`config.mk`:
```
export PLATFORM = sky130hd
export DESIGN_NAME = jpeg_frame_wrapper
export DESIGN_NICKNAME = d
export VERILOG_FILES = /design/src/rtl/jpeg_frame_wrapper.sv
export SDC_FILE = /design/constraint.sdc
export NUM_CORES = 1
export LEC_CHECK = 0
export ABC_AREA = 1
export ABC_CLOCK_PERIOD_IN_PS = 5600
export BUFFER_PORTS_ARGS = -buffer_cell sky130_fd_sc_hd__buf_4
export CAP_MARGIN = 40
export CORE_ASPECT_RATIO = 1.2
export CORE_MARGIN = 2
export CORE_UTILIZATION = 35
export DETAILED_ROUTE_END_ITERATION = 16
export MAX_ROUTING_LAYER = met4
export PLACE_DENSITY = 0.59
export SKIP_LAST_GASP = 1
export SLEW_MARGIN = 5
export SYNTH_ARGS = -nofsm -noshare
export SYNTH_HDL_FRONTEND = slang
export SYNTH_SLANG_ARGS = --single-unit
```
`constraint.sdc`:
```
create_clock -name clock -period 5.6 [get_ports clock]
set_input_delay 0.84 -clock clock [delete_from_list [all_inputs] [get_ports clock]]
set_output_delay 0.84 -clock clock [all_outputs]
set_load 0.02 [all_outputs]
```
`src/rtl/jpeg_frame_wrapper.sv`:
```
`default_nettype none
// ============================================================================
// Module   : jpeg_frame_wrapper
// Purpose  : Wraps the jfpjc entropy-coded byte stream into a complete JPEG
//            file stream. It sends the fixed header bytes read from a header
//            EBR, then the payload (optionally stuffed 0xFF -> 0xFF,0x00),
//            then the EOI marker (0xFF,0xD9). Payload is buffered in a FIFO
//            because jfpjc cannot be stalled. Output is a valid/ready source.
// Ports    : clock, nreset                 - clock, async active-low reset
//            frame_start, frame_end        - frame control pulses
//            in_valid, in_data             - payload bytes from jfpjc
//            header_ebr_raddr/ren/rclk     - header EBR read port
//            header_ebr_dout               - header EBR data (1-clock latency)
//            out_valid, out_ready, out_data- output byte stream
//            busy, overflow                - status (overflow is sticky)
// Revision : 1.0 - initial release
// ============================================================================
module jpeg_frame_wrapper #(
    parameter int HEADER_LEN = 328,
    parameter int FIFO_DEPTH = 64,
    parameter bit STUFF_FF   = 1'b1
) (
    input  logic       clock,
    input  logic       nreset,
    input  logic       frame_start,
    input  logic       frame_end,
    input  logic       in_valid,
    input  logic [7:0] in_data,
    output logic [8:0] header_ebr_raddr,
    output logic       header_ebr_ren,
    output logic       header_ebr_rclk,
    input  logic [7:0] header_ebr_dout,
    output logic       out_valid,
    input  logic       out_ready,
    output logic [7:0] out_data,
    output logic       busy,
    output logic       overflow
);

    localparam int         c_PW      = $clog2(FIFO_DEPTH);
    localparam logic [8:0] c_HDR_LEN = 9'(HEADER_LEN);

    // Each non-idle state names what the output register is being filled
    // with: STUFF loads the 0x00, EOI_FF holds 0xFF and loads 0xD9 next,
    // EOI_D9 holds 0xD9 until it is accepted.
    typedef enum logic [2:0] {
        S_IDLE    = 3'd0,
        S_HEADER  = 3'd1,
        S_PAYLOAD = 3'd2,
        S_STUFF   = 3'd3,
        S_EOI_FF  = 3'd4,
        S_EOI_D9  = 3'd5
    } state_t;

    state_t        r_state, w_state_nxt;

    logic [7:0]    r_mem [FIFO_DEPTH];
    logic [c_PW:0] r_wr_ptr, r_rd_ptr;
    logic          w_full, w_empty, w_push, w_pop;
    logic [7:0]    w_fifo_rdata;

    logic          r_out_valid;
    logic [7:0]    r_out_data;
    logic [8:0]    r_raddr;
    logic          r_pend;        // EBR read issued last cycle, data on dout now
    logic          r_skid_vld;
    logic [7:0]    r_skid;
    logic          r_end_seen;
    logic          r_overflow;

    logic          w_accept, w_slot, w_start, w_ren, w_load, w_take_skid;
    logic          w_hdr_done;
    logic [7:0]    w_load_data;

    assign w_empty      = (r_wr_ptr == r_rd_ptr);
    assign w_full       = (r_wr_ptr[c_PW] != r_rd_ptr[c_PW]) &&
                          (r_wr_ptr[c_PW-1:0] == r_rd_ptr[c_PW-1:0]);
    assign w_push       = in_valid && !w_full;
    assign w_fifo_rdata = r_mem[r_rd_ptr[c_PW-1:0]];

    assign w_accept = r_out_valid && out_ready;
    assign w_slot   = !r_out_valid || out_ready;
    assign w_start  = (r_state == S_IDLE) && frame_start;

    always_comb begin
        w_state_nxt = r_state;
        w_ren       = 1'b0;
        w_load      = 1'b0;
        w_load_data = 8'h00;
        w_pop       = 1'b0;
        w_take_skid = 1'b0;
        w_hdr_done  = 1'b0;
        case (r_state)
            S_IDLE: begin
                if (frame_start) w_state_nxt = S_HEADER;
            end
            S_HEADER: begin
                // Bytes held (output reg + skid) plus the read in flight may
                // not exceed two after this cycle, so a stalled sink never
                // loses an EBR word, yet a ready sink sees one byte per clock.
                w_ren = (r_raddr != c_HDR_LEN) &&
                        (({1'b0, r_out_valid} + {1'b0, r_skid_vld} + {1'b0, r_pend})
                         <= (2'd1 + {1'b0, w_accept}));
                if (w_slot && (r_skid_vld || r_pend)) begin
                    w_load      = 1'b1;
                    w_take_skid = r_skid_vld;
                    w_load_data = r_skid_vld ? r_skid : header_ebr_dout;
                end
                w_hdr_done = (r_raddr == c_HDR_LEN) && !r_pend && !r_skid_vld && w_accept;
                if (w_hdr_done) w_state_nxt = S_PAYLOAD;
            end
            S_PAYLOAD: begin
            end
            S_STUFF: begin
                if (w_slot) begin
                    w_load      = 1'b1;
                    w_load_data = 8'h00;
                    w_state_nxt = S_PAYLOAD;
                end
            end
            S_EOI_FF: begin
                if (w_slot) begin
                    w_load      = 1'b1;
                    w_load_data = 8'hD9;
                    w_state_nxt = S_EOI_D9;
                end
            end
            S_EOI_D9: begin
                if (w_accept) w_state_nxt = S_IDLE;
            end
            default: w_state_nxt = S_IDLE;
        endcase

        // Payload selection also runs on the cycle the last header byte is
        // accepted, so the first payload byte follows without a bubble.
        if ((r_state == S_PAYLOAD) || w_hdr_done) begin
            if (w_slot) begin
                if (!w_empty) begin
                    w_pop       = 1'b1;
                    w_load      = 1'b1;
                    w_load_data = w_fifo_rdata;
                    w_state_nxt = (STUFF_FF && (w_fifo_rdata == 8'hFF)) ? S_STUFF : S_PAYLOAD;
                end else if (r_end_seen) begin
                    w_load      = 1'b1;
                    w_load_data = 8'hFF;
                    w_state_nxt = S_EOI_FF;
                end
            end
        end
    end

    always_ff @(posedge clock or negedge nreset) begin
        if (!nreset) begin
            r_state     <= S_IDLE;
            r_out_valid <= 1'b0;
            r_out_data  <= 8'h00;
            r_raddr     <= 9'd0;
            r_pend      <= 1'b0;
            r_skid_vld  <= 1'b0;
            r_skid      <= 8'h00;
            r_end_seen  <= 1'b0;
            r_overflow  <= 1'b0;
            r_wr_ptr    <= '0;
            r_rd_ptr    <= '0;
        end else begin
            r_state <= w_state_nxt;

            if (w_load) begin
                r_out_valid <= 1'b1;
                r_out_data  <= w_load_data;
            end else if (w_accept) begin
                r_out_valid <= 1'b0;
            end

            r_pend <= w_ren;
            if (w_start)    r_raddr <= 9'd0;
            else if (w_ren) r_raddr <= r_raddr + 9'd1;

            // EBR data not taken straight into the output register is parked.
            if (r_pend && !(w_load && !w_take_skid)) begin
                r_skid_vld <= 1'b1;
                r_skid     <= header_ebr_dout;
            end else if (w_take_skid) begin
                r_skid_vld <= 1'b0;
            end

            if (w_start)                                 r_end_seen <= 1'b0;
            else if (frame_end && (r_state != S_IDLE))   r_end_seen <= 1'b1;

            if (in_valid && w_full) r_overflow <= 1'b1;
            else if (w_start)       r_overflow <= 1'b0;

            if (w_push) r_wr_ptr <= r_wr_ptr + 1'b1;
            if (w_pop)  r_rd_ptr <= r_rd_ptr + 1'b1;
        end
    end

    // FIFO storage carries no reset; the pointers define its contents.
    always_ff @(posedge clock) begin
        if (w_push) r_mem[r_wr_ptr[c_PW-1:0]] <= in_data;
    end

    assign header_ebr_raddr = r_raddr;
    assign header_ebr_ren   = w_ren;
    assign header_ebr_rclk  = clock;
    assign out_valid        = r_out_valid;
    assign out_data         = r_out_data;
    assign busy             = (r_state != S_IDLE);
    assign overflow         = r_overflow;

endmodule
`default_nettype wire

```
==> run summary, run 1 <==
Max_cap viols - 0
Layout cell share with drive strength beyond 1 - 8.629%
Final setup fails - 0
Boundary pin count - 44
Arrival @ worst endpoint - 3.19 ns
Routed Antenna Nets - 0
DR WL/cell - 19.50 µm
Worst IR Drop VDD - 271.3 µV
Yosys Warn Count - 0
CTS tree - built
Drt initial violations - 1638
CP max stage cell - buf_4
Fillers - 6535
Slew HR - 32.58%
Crit Path Class - clk2out
Largest net degree at the start of global routing - 202
Ys flop type - edfxtp_1
Synth unique cells - 41
Die Y - 291.2 µm
Synth Instances - 2270
Post-Place Cells - 3140
Fin nets - 2322
CP required - 4.76 ns
CTS clk-pin slew, worst paths - 0.07 ns
Ys async rst share - 8.408%
Post CTS Setup Buffer Count - 0
Post-synthesis sequential area ratio - 68.82%
Startpoint types - clock port
Die Wd - 243.3 µm
Synth Net Count - 2299
Cell area after synthesis - 24050 µm²
Most frequent CP cell - clkbuf_16
Critical Path Max Stage Delay - 0.15 ns
WL final - 63360 µm
TritonRoute pass-1 iters - 5
Avg Synthesized Cell Area - 10.59 µm²
EDFF count, synth - 512
GRT Total Usage - 18.42%
Total gr overflow - 0
Final GP Congestion - 0.8534
Count of state elements after synthesis - 559
Vias in the first global route - 16105
Antenna violations before repair - 0
Total die area - 70840 µm²
Critical-path cell list - clkbuf_16 -> clkbuf_16 -> buf_4
Buffers & Inverters on Critical Path - 3
Via count - 16438
RSZ-0062 raised after global routing - false
Fin Clk Skew - 0.03385 ns
Tightest Hold Check Type - in2async
Post-route insts no fill - 3250
Overall power - 10.44 mW
Row cnt - 105
Status - complete, no violations
Power per cell area - 379.9 nW/µm²
Leak - 10.44 nW
DRC Markers - 0
PortBufs - 43
Initial Util - 35.27%
Final hold vios - 0
First-pass GRT wire length - 96390 µm
Crit Path Max Fanout - 2
PostCTS Resize Cnt - 0
Top post-synthesis cells by area - edfxtp_1 64%, nand2_1 9.1%, nor2_1 5.3%
Area Growth Syn to Fin - 14.21%
Max Transition Viols Final - 0
Tightest Pin Transition - 1.011 ns
Detail Placement HPWL - 39220 µm
Vias per inst - 5.058
Setup TNS Final - 0 ns
Post-cts hold buffer count - 0
Leading area contributor after synthesis - edfxtp_1
Setup crit end kind - output pin
Share of the synthesized area in the top cell type - 63.93%
Ant diodes - 0
Core Region - 68180 µm²
Top Family by Delay on Critical Path - buffers and inverters
Worst-skew pair later-pin latency - 0.76 ns
[routing by layer]
layer | track usage, % | vias up | part of all wire (%)
li1 | - | 7660 | -
met1 | 23.33 | 7994 | 42
met2 | 29.48 | 646 | 48
met3 | 3.550 | 138 | 7.1
met4 | 6.584 | 0 | 3.2
met5 | - | - | 0
[power breakdown]
part	leakage (nW)	total (mW)	internal (mW)	switching (mW)
registers	5.18	4.99	4.82	0.167
clock network	1.02	4.18	2.53	1.65
logic	4.24	1.27	0.369	0.903
total	10.4	10.4	7.72	2.72
[path summary, 6_finish.rpt]
check,from,to,slack (ns),cells after the start
max,clock,header_ebr_rclk,1.57,3
max in group asynchronous,nreset,r_rd_ptr[1]$_DFFE_PN0P_,4.95,1
min reg2reg,r_skid[3]$_DFFE_PN0P_,r_skid[3]$_DFFE_PN0P_,0.49,2
min,nreset,r_state[0]$_DFF_PN0_,0.13,1
max reg2reg,r_rd_ptr[1]$_DFFE_PN0P_,r_mem[44][4]$_DFFE_PP_,1.96,10
min in group clock,header_ebr_dout[7],r_skid[7]$_DFFE_PN0P_,0.36,3
[flip-flops by register name, summed over array words and instances (netlist names)]
name and count:
overflow 1, out_data 8, r_end_seen 1, r_rd_ptr 7, r_wr_ptr 7, r_skid 8
header_ebr_raddr 9, r_pend 1, r_mem 512, r_skid_vld 1, r_state 3, out_valid 1
[through the flow]
| step | hold WS, ns | cell area, µm² | setup WS [ns] | util [%] |
|---|---|---|---|---|
| finish | 0.1267 | 27470 | 1.566 | 40.28 |
| global route | 0.1560 | 27470 | 1.425 | 40.28 |
| global placement | 0.4662 | 25040 | 1.668 | 36.72 |
| CTS | 0.1093 | 27470 | 1.560 | 40.28 |
| floorplan | 0.4553 | 24050 | 1.826 | - |
| detailed placement | 0.4731 | 25380 | 1.826 | 37.22 |
[synthesized netlist by cell type, types with 4 or more instances]
cell,n
nand2_1,581
edfxtp_1,512
nor2_1,339
nand3_1,204
inv_1,186
o21ai_0,134
buf_2,59
dfrtp_1,47
o21ai_1,30
a21oi_1,27
clkbuf_1,22
buf_4,21
nand4_1,16
o211ai_1,14
xor2_1,13
o21ai_2,9
ha_1,6
nor3_1,6
inv_2,5
nand2_2,5
buf_1,4
buf_6,4
[cell families (layout without fill, tap and decap cells)]
| group | after synthesis | count (layout) | synth area share [%] |
|---|---|---|---|
| compound gates | 221 | 221 | 4.984 |
| xor+xnor | 14 | 14 | 0.5098 |
| fa+ha+maj | 7 | 7 | 0.3954 |
| buf+inv | 304 | 375 | 5.509 |
| flops | 559 | 559 | 68.82 |
| simple gates | 1165 | 1165 | 19.78 |
[cell type report]
class	instances	area, µm²	share of cell area (%)
inverter	194	735.7	2.678
multi-input combinational	1407	6177	22.49
clock buffer	81	1685	6.136
sequential	559	16560	60.28
clock inverter	30	410.4	1.494
tap	909	1137	4.141
timing repair buffer	70	763.2	2.779
[cells in the final DEF, fill, tap and decap left out, types with 11 or more instances in the layout]
cell type / synthesis / layout
nand2_1: 581 / 581
edfxtp_1: 512 / 512
nor2_1: 339 / 338
nand3_1: 204 / 204
inv_1: 186 / 186
o21ai_0: 134 / 134
clkbuf_16: 0 / 61
buf_4: 21 / 52
dfrtp_1: 47 / 45
o21ai_1: 30 / 30
a21oi_1: 27 / 27
nand4_1: 16 / 16
o211ai_1: 14 / 14
xor2_1: 13 / 13
clkinv_2: 1 / 12
clkbuf_1: 22 / 11
Note: power is estimated with default switching activity, not from simulation.
==> run 2, diff against run 1 <==
--- a/config.mk
+++ b/config.mk
@@ -5,8 +5,8 @@
 export SDC_FILE = /design/constraint.sdc
 export NUM_CORES = 1
 export LEC_CHECK = 0
-export ABC_AREA = 1
-export ABC_CLOCK_PERIOD_IN_PS = 5600
+export ABC_AREA = 0
+export ABC_CLOCK_PERIOD_IN_PS = 3630
 export BUFFER_PORTS_ARGS = -buffer_cell sky130_fd_sc_hd__buf_4
 export CAP_MARGIN = 40
 export CORE_ASPECT_RATIO = 1.2
@@ -14,7 +14,7 @@
 export CORE_UTILIZATION = 35
 export DETAILED_ROUTE_END_ITERATION = 16
 export MAX_ROUTING_LAYER = met4
-export PLACE_DENSITY = 0.59
+export PLACE_DENSITY = 0.61
 export SKIP_LAST_GASP = 1
 export SLEW_MARGIN = 5
 export SYNTH_ARGS = -nofsm -noshare
==> constraint.sdc (replaced) <==
create_clock -name clock -period 3.63 [get_ports clock]
set_input_delay 0.5445 -clock clock [delete_from_list [all_inputs] [get_ports clock]]
set_output_delay 0.5445 -clock clock [all_outputs]
set_load 0.02 [all_outputs]
==> run 2 against run 1 <==
  * Total power increased by 45%
  * Cell area decreased by 5.1%
  * Worst hold slack got worse by 0.064 ns
  * Clock power increased by 35%
  * Highest routed layer unchanged
  * First-iteration DRC count decreased by 17%
  * Synthesized cell count decreased by 45%
  * Combinational power increased by 48%
  * Utilization increased by 0.80 points
  * Critical path type is now reg2out
  * Clock-buffer cell count decreased by 18
  * Via count decreased by 26%
  * Critical path depth increased by 4
==> run summary, run 2 <==
Status - complete, no violations (unchanged)
CTS clk-pin slew, worst paths - 0.06 ns (was 0.07 ns)
Ant diodes - 0 (unchanged)
Drt initial violations - 1362 (was 1638)
PortBufs - 43 (unchanged)
R2R setup slack - 0.39 ns (was 1.96 ns)
Area Growth Syn to Fin - 15.71% (was 14.21%)
GRT Total Usage - 17.66% (was 18.42%)
Total die area - 66410 µm² (was 70840 µm²)
Part of the power in registers - 50.5% (was 47.8%)
Share of the synthesized area in the top cell type - 68.26% (was 63.93%)
Count of state elements after synthesis - 559 (unchanged)
TritonRoute pass-1 iters - 5 (unchanged)
Worst hold path cell count - 2
Synth Instances - 1246 (was 2270)
DR WL/cell - 25.24 µm (was 19.50 µm)
Crit Path Max Fanout - 9 (was 2)
Total gr overflow - 0 (unchanged)
Commonest non-fill, non-tap cells in the layout - 512 x edfxtp_1, 124 x buf_4, 101 x mux4_2 (was 581 x nand2_1, 512 x edfxtp_1, 338 x nor2_1)
First-pass GRT wire length - 83010 µm (was 96390 µm)
Reg2reg path depth - 9 (was 10)
Synth Net Count - 1275 (was 2299)
Detail Placement HPWL - 36200 µm (was 39220 µm)
Share of total power in combinational logic - 12.4% (was 12.2%)
Setup slack at placement - 0.4840 ns (was 1.826 ns)
Die Y - 281.9 µm (was 291.2 µm)
Antenna violations before repair - 0 (unchanged)
Max_cap viols - 0 (unchanged)
Tightest Pin Transition - 0.9000 ns (was 1.011 ns)
Top post-synthesis cells by area - edfxtp_1 68%, mux4_2 10%, dfrtp_1 5.2% (was edfxtp_1 64%, nand2_1 9.1%, nor2_1 5.3%)
Maximum achievable frequency - 291.9 MHz
Hold_sp - header_ebr_dout[2]
Die Wd - 235.6 µm (was 243.3 µm)
Setup ws final - 0.2040 ns (was 1.566 ns)
CP required - 3.09 ns (was 4.76 ns)
Largest net degree at the start of global routing - 65 (was 202)
Final critical-path required period - 3.426 ns
Sw power - 3.805 mW (was 2.716 mW)
EDFF count, synth - 512 (unchanged)
Vias per inst - 5.434 (was 5.058)
Layout cell share with drive strength beyond 1 - 24.26% (was 8.629%)
R2r startpoint - r_rd_ptr[0]$_DFFE_PN0P_ (was r_rd_ptr[1]$_DFFE_PN0P_)
Post-synthesis sequential area ratio - 73.48% (was 68.82%)
Sw frac - 25.06% (was 26.03%)
Yosys Warn Count - 0 (unchanged)
Final setup fails - 0 (unchanged)
Int Power - 11.38 mW (was 7.720 mW)
Crit Path Class - reg2out (was clk2out)
Synth unique cells - 62 (was 41)
Arrival @ worst endpoint - 2.88 ns (was 3.19 ns)
Worst IR Drop VDD - 366.1 µV (was 271.3 µV)
Max Transition Viols Final - 0 (unchanged)
Leak - 8.943 nW (was 10.44 nW)
Tightest Hold Check Type - in2reg (was in2async)
Boundary pin count - 44 (unchanged)
Setup crit end kind - output pin (unchanged)
Ys async rst share - 8.408% (unchanged)
Commonest cells in the netlist - 512 x edfxtp_1, 101 x mux4_2, 100 x nor2_1 (was 581 x nand2_1, 512 x edfxtp_1, 339 x nor2_1)
Max reg flops - 512 (unchanged)
Core Region - 63440 µm² (was 68180 µm²)
WL final - 56390 µm (was 63360 µm)
Leading area contributor after synthesis - edfxtp_1 (unchanged)
Worst-skew pair later-pin latency - 0.73 ns (was 0.76 ns)
Slew HR - 39.78% (was 32.58%)
Via count - 12140 (was 16438)
Routed Antenna Nets - 0 (unchanged)
Row cnt - 101 (was 105)
Avg Synthesized Cell Area - 18.08 µm² (was 10.59 µm²)
Count leader, synth - edfxtp_1 (was nand2_1)
Fin nets - 1395 (was 2322)
Initial Util - 35.51% (was 35.27%)
Fin crit share - 94.38%
RSZ-0062 raised after global routing - false (unchanged)
Power per cell area - 582.5 nW/µm² (was 379.9 nW/µm²)
Ys flop type - edfxtp_1 (unchanged)
DRC Markers - 0 (unchanged)
Hold endpoint - r_skid[2]$_DFFE_PN0P_
Final GP Congestion - 0.8936 (was 0.8534)
Final hold vios - 0 (unchanged)
Clock share of power - 37.1% (was 40.0%)
Startpoint types - flop (was clock port)
Cell area after synthesis - 22520 µm² (was 24050 µm²)
Vias in the first global route - 12327 (was 16105)
CTS tree - built (unchanged)
Most common cell after layout, fill and taps aside - edfxtp_1 (was nand2_1)
Setup TNS Final - 0 ns (unchanged)
Fillers - 5683 (was 6535)
Fin Clk Skew - 0.02767 ns (was 0.03385 ns)
R2r endpoint - out_data[4]$_DFFE_PN0P_ (was r_mem[44][4]$_DFFE_PP_)
==> run 2: cell count changes after synthesis, moves of 71 or more <==
| cell | delta |
|---|---|
| nand2_1 | -526 |
| nor2_1 | -239 |
| nand3_1 | -182 |
| inv_1 | -172 |
| o21ai_0 | -104 |
| mux4_2 | +101 |
| mux2i_1 | +71 |
==> run 2: kinds of logic after synthesis <==
logic type	synth area share (%)
fa+ha+maj	0.4222
simple gates	4.922
buf+inv	1.900
xor+xnor	0.9332
flops	73.48
mux	13.90
compound gates	4.438
==> run 2: worst max-delay path, stage by stage, from the launching register on <==
cell	delay [ns]
dfrtp_1	0.48
fa_1	0.46
ha_1	0.32
nor2b_1	0.13
o21ai_0	0.14
nand2_1	0.08
a21oi_2	0.33
buf_4	0.22
==> run 2: what timing repair did <==
action / CTS / global route
gates resized for setup: 1 / 0
endpoints found under the hold margin: 47 / 0
setup buffers: 0 / 0
setup endpoints to repair: 1 / 0
hold buffers: 1 / 0
==> run 2: routing by layer <==
layer	up-vias	global-route usage (%)	share of wire [%]
li1	5222	-	-
met1	6335	21.07	40
met2	455	29.40	50
met3	128	3.250	6.0
met4	0	7.905	4.2
met5	-	-	0
==> run 2: power by group through the flow <==
stage,Sequential (mW),Combinational (mW),Clock (mW)
5_1_grt,7.71,2.03,5.97
3_5_place_dp,7.80,1.87,0.0322
3_3_place_gp,7.79,1.80,0.0322
4_1_cts,7.67,1.89,5.73
2_1_floorplan,7.79,1.10,0.0322
6_report,7.67,1.88,5.64
==> run 2: worst max path at each step <==
stage / startpoint / to / cells past startpoint
3_3_place_gp: r_rd_ptr[0]$_DFFE_PN0P_ / r_state[0]$_DFF_PN0_ / 9
3_5_place_dp: r_rd_ptr[0]$_DFFE_PN0P_ / out_data[4]$_DFFE_PN0P_ / 9
2_1_floorplan: out_valid$_DFFE_PN0P_ / header_ebr_raddr[5]$_DFFE_PN0P_ / 9
5_1_grt: out_valid$_DFFE_PN0P_ / header_ebr_ren / 7
6_report: out_valid$_DFFE_PN0P_ / header_ebr_ren / 7
4_1_cts: out_valid$_DFFE_PN0P_ / header_ebr_ren / 7
==> run 2: cell type report <==
type / instances / area (µm²) / share of cell area, %
tap: 824 / 1031 / 3.956
sequential: 559 / 16560 / 63.55
multi-input combinational: 601 / 5550 / 21.30
clock inverter: 39 / 327.8 / 1.258
clock buffer: 63 / 1453 / 5.574
timing repair buffer: 132 / 1079 / 4.138
inverter: 16 / 60.06 / 0.2304
==> run 2: stage by stage <==
stage / utilization [%] / hold WS, ns / instances / power (mW) / area, µm²
final: 41.08 / 0.06318 / 2234 / 15.18 / 26060
after global routing: 41.08 / 0.04826 / 2234 / 15.71 / 26060
after CTS: 41.07 / 0.03398 / 2233 / 15.29 / 26060
after detailed placement: 38.25 / 0.4850 / 2131 / 9.703 / 24270
after global placement: 38.04 / 0.4724 / 2113 / 9.623 / 24130
after floorplan: - / 0.2489 / 1246 / 8.915 / 22520
==> run 3, diff against run 2 <==
--- a/config.mk
+++ b/config.mk
@@ -11,10 +11,10 @@
 export CAP_MARGIN = 40
 export CORE_ASPECT_RATIO = 1.2
 export CORE_MARGIN = 2
-export CORE_UTILIZATION = 35
+export CORE_UTILIZATION = 30
 export DETAILED_ROUTE_END_ITERATION = 16
 export MAX_ROUTING_LAYER = met4
-export PLACE_DENSITY = 0.61
+export PLACE_DENSITY = 0.56
 export SKIP_LAST_GASP = 1
 export SLEW_MARGIN = 5
 export SYNTH_ARGS = -nofsm -noshare
==> run 3 against run 2 <==
  * Cell area rose by 0.70%
  * Clock-buffer cell count grew 2
  * Critical path depth stayed put
  * Combinational power about the same
  * Register-to-register slack about the same
  * Clock skew is 0.0061 ns lower
  * Sequential share of layout area is 0.44 points lower
  * Via count about the same
==> run summary, run 3 (synthesis gave the netlist of run 2 again) <==
Row cnt - 110 (was 101)
Worst IR Drop VDD - 327.6 µV (was 366.1 µV)
Maximum achievable frequency - 295.5 MHz (was 291.9 MHz)
Total gr overflow - 0 (unchanged)
Hold WS - 0.07382 ns (was 0.06318 ns)
Post CTS Setup Buffer Count - 0 (unchanged)
Total die area - 77300 µm² (was 66410 µm²)
Post-route insts no fill - 2413 (was 2234)
Crit Path Max Fanout - 9 (unchanged)
DR WL/cell - 24.34 µm (was 25.24 µm)
WL final - 58740 µm (was 56390 µm)
Layout cell share with drive strength beyond 1 - 23.77% (was 24.26%)
Vias in the first global route - 12377 (was 12327)
Detail Placement HPWL - 38250 µm (was 36200 µm)
Fin nets - 1393 (was 1395)
Routed Antenna Nets - 0 (unchanged)
FF+latch area - 16560 µm² (unchanged)
RSZ-0062 raised after global routing - false (unchanged)
Arrival @ worst endpoint - 2.84 ns (was 2.88 ns)
Crit Path Class - reg2out (unchanged)
Max_cap viols - 0 (unchanged)
Design Area, Final - 26250 µm² (was 26060 µm²)
Area of the multi-input gates - 5557 µm² (was 5550 µm²)
Setup TNS Final - 0 ns (unchanged)
Max Transition Viols Final - 0 (unchanged)
CTS tree - built (unchanged)
Final GP Congestion - 0.8800 (was 0.8936)
Power per cell area - 580.9 nW/µm² (was 582.5 nW/µm²)
Sw frac - 25.17% (was 25.06%)
Tightest Pin Transition - 0.9009 ns (was 0.9000 ns)
Ant diodes - 0 (unchanged)
Commonest non-fill, non-tap cells in the layout - 512 x edfxtp_1, 124 x buf_4, 101 x mux4_2 (unchanged)
Share of total power in combinational logic - 12.4% (about the same)
Leak - 8.887 nW (was 8.943 nW)
Setup crit end kind - output pin (unchanged)
Die Y - 304.2 µm (was 281.9 µm)
Most common cell after layout, fill and taps aside - edfxtp_1 (unchanged)
PortBufs - 43 (unchanged)
Clock share of power - 37.2% (was 37.1%)
Initial Util - 30.14% (was 35.51%)
Cell Area, Placed - 24460 µm² (was 24270 µm²)
Final hold vios - 0 (unchanged)
Slew HR - 39.72% (was 39.78%)
Largest net degree at the start of global routing - 65 (unchanged)
Part of the power in registers - 50.4% (was 50.5%)
Sw power - 3.837 mW (was 3.805 mW)
CP required - 3.09 ns (about the same)
First-pass GRT wire length - 86260 µm (was 83010 µm)
Boundary pin count - 44 (unchanged)
Tightest Hold Check Type - in2reg (unchanged)
Post-Place Cells - 2313 (was 2131)
Max reg flops - 512 (unchanged)
Worst-skew pair later-pin latency - 0.71 ns (was 0.73 ns)
Via count - 12129 (was 12140)
Antenna violations before repair - 0 (unchanged)
DRC Markers - 0 (unchanged)
Fin crit share - 93.21% (was 94.38%)
Fillers - 6984 (was 5683)
Overall power - 15.24 mW (was 15.18 mW)
CTS clk-pin slew, worst paths - 0.06 ns (about the same)
Int Power - 11.41 mW (was 11.38 mW)
TritonRoute pass-1 iters - 14 (was 5)
Die Wd - 254.1 µm (was 235.6 µm)
Area Growth Syn to Fin - 16.52% (was 15.71%)
Vias per inst - 5.027 (was 5.434)
Fin Clk Skew - 0.02154 ns (was 0.02767 ns)
GRT Total Usage - 15.88% (was 17.66%)
Drt initial violations - 1208 (was 1362)
Status - complete, no violations (unchanged)
Startpoint types - flop (unchanged)
Core Region - 74730 µm² (was 63440 µm²)
Final critical-path required period - 3.384 ns (was 3.426 ns)
Final setup fails - 0 (unchanged)
run 3: stage by stage:
step                      util [%]  setup WS, ns
after global placement       32.52        0.4380
after global routing         35.12       0.05616
after CTS                    35.11        0.1491
after detailed placement     32.73        0.4030
after floorplan                  -        0.5852
final                        35.12        0.2464
run 3: power by group through the flow:
stage                     combinational (mW)  sequential, mW  clock [mW]
final                                   1.88            7.68        5.68
after CTS                               1.88            7.68        5.79
after global placement                  1.82            7.81      0.0322
after global routing                    2.05            7.72        6.03
after detailed placement                1.86            7.82      0.0322
after floorplan                         1.10            7.79      0.0322
run 3: worst max-delay path, stage by stage, from the launching register on:
cell	delay (ns)
dfrtp_1	0.47
fa_1	0.46
ha_1	0.32
nor2b_1	0.13
o21ai_0	0.18
nand2_1	0.11
a21oi_4	0.25
buf_4	0.19
run 3: per-layer routing:
layer  wire length, µm  GRT usage (%)  vias to the layer above
met1             23980          19.82                     6384
met4              2044          6.142                        0
li1                  -              -                     5205
met2             29500          25.87                      439
met3              3211          2.583                      101
met5                 0              -                        -
run 3: final cells by class:
class | count | area share [%]
Sequential cell | 559 | 63.11
Multi-Input combinational cell | 601 | 21.17
Clock buffer | 65 | 5.482
Tap cell | 1008 | 4.805
Timing Repair Buffer | 129 | 3.938
Clock inverter | 35 | 1.268
Inverter | 16 | 0.2288
run 3: final timing paths:
kind / endpoint / slack, ns / start / depth (start not counted)
worst max-delay path: header_ebr_ren / 0.25 / out_valid$_DFFE_PN0P_ / 7
worst min-delay path: r_skid[2]$_DFFE_PN0P_ / 0.07 / header_ebr_dout[2] / 2
worst max register to register: r_state[0]$_DFF_PN0_ / 0.40 / r_rd_ptr[0]$_DFFE_PN0P_ / 8
worst min register to register: out_data[5]$_DFFE_PN0P_ / 0.49 / out_data[5]$_DFFE_PN0P_ / 2
max in group asynchronous: r_rd_ptr[1]$_DFFE_PN0P_ / 2.67 / nreset / 2
min in group asynchronous: header_ebr_raddr[3]$_DFFE_PN0P_ / 0.39 / nreset / 2
run 3: timing repair:
item,in CTS,in global routing
resized for setup,1,1
hold buffers,1,0
hold endpoints to repair,47,0
setup endpoints to repair,1,1
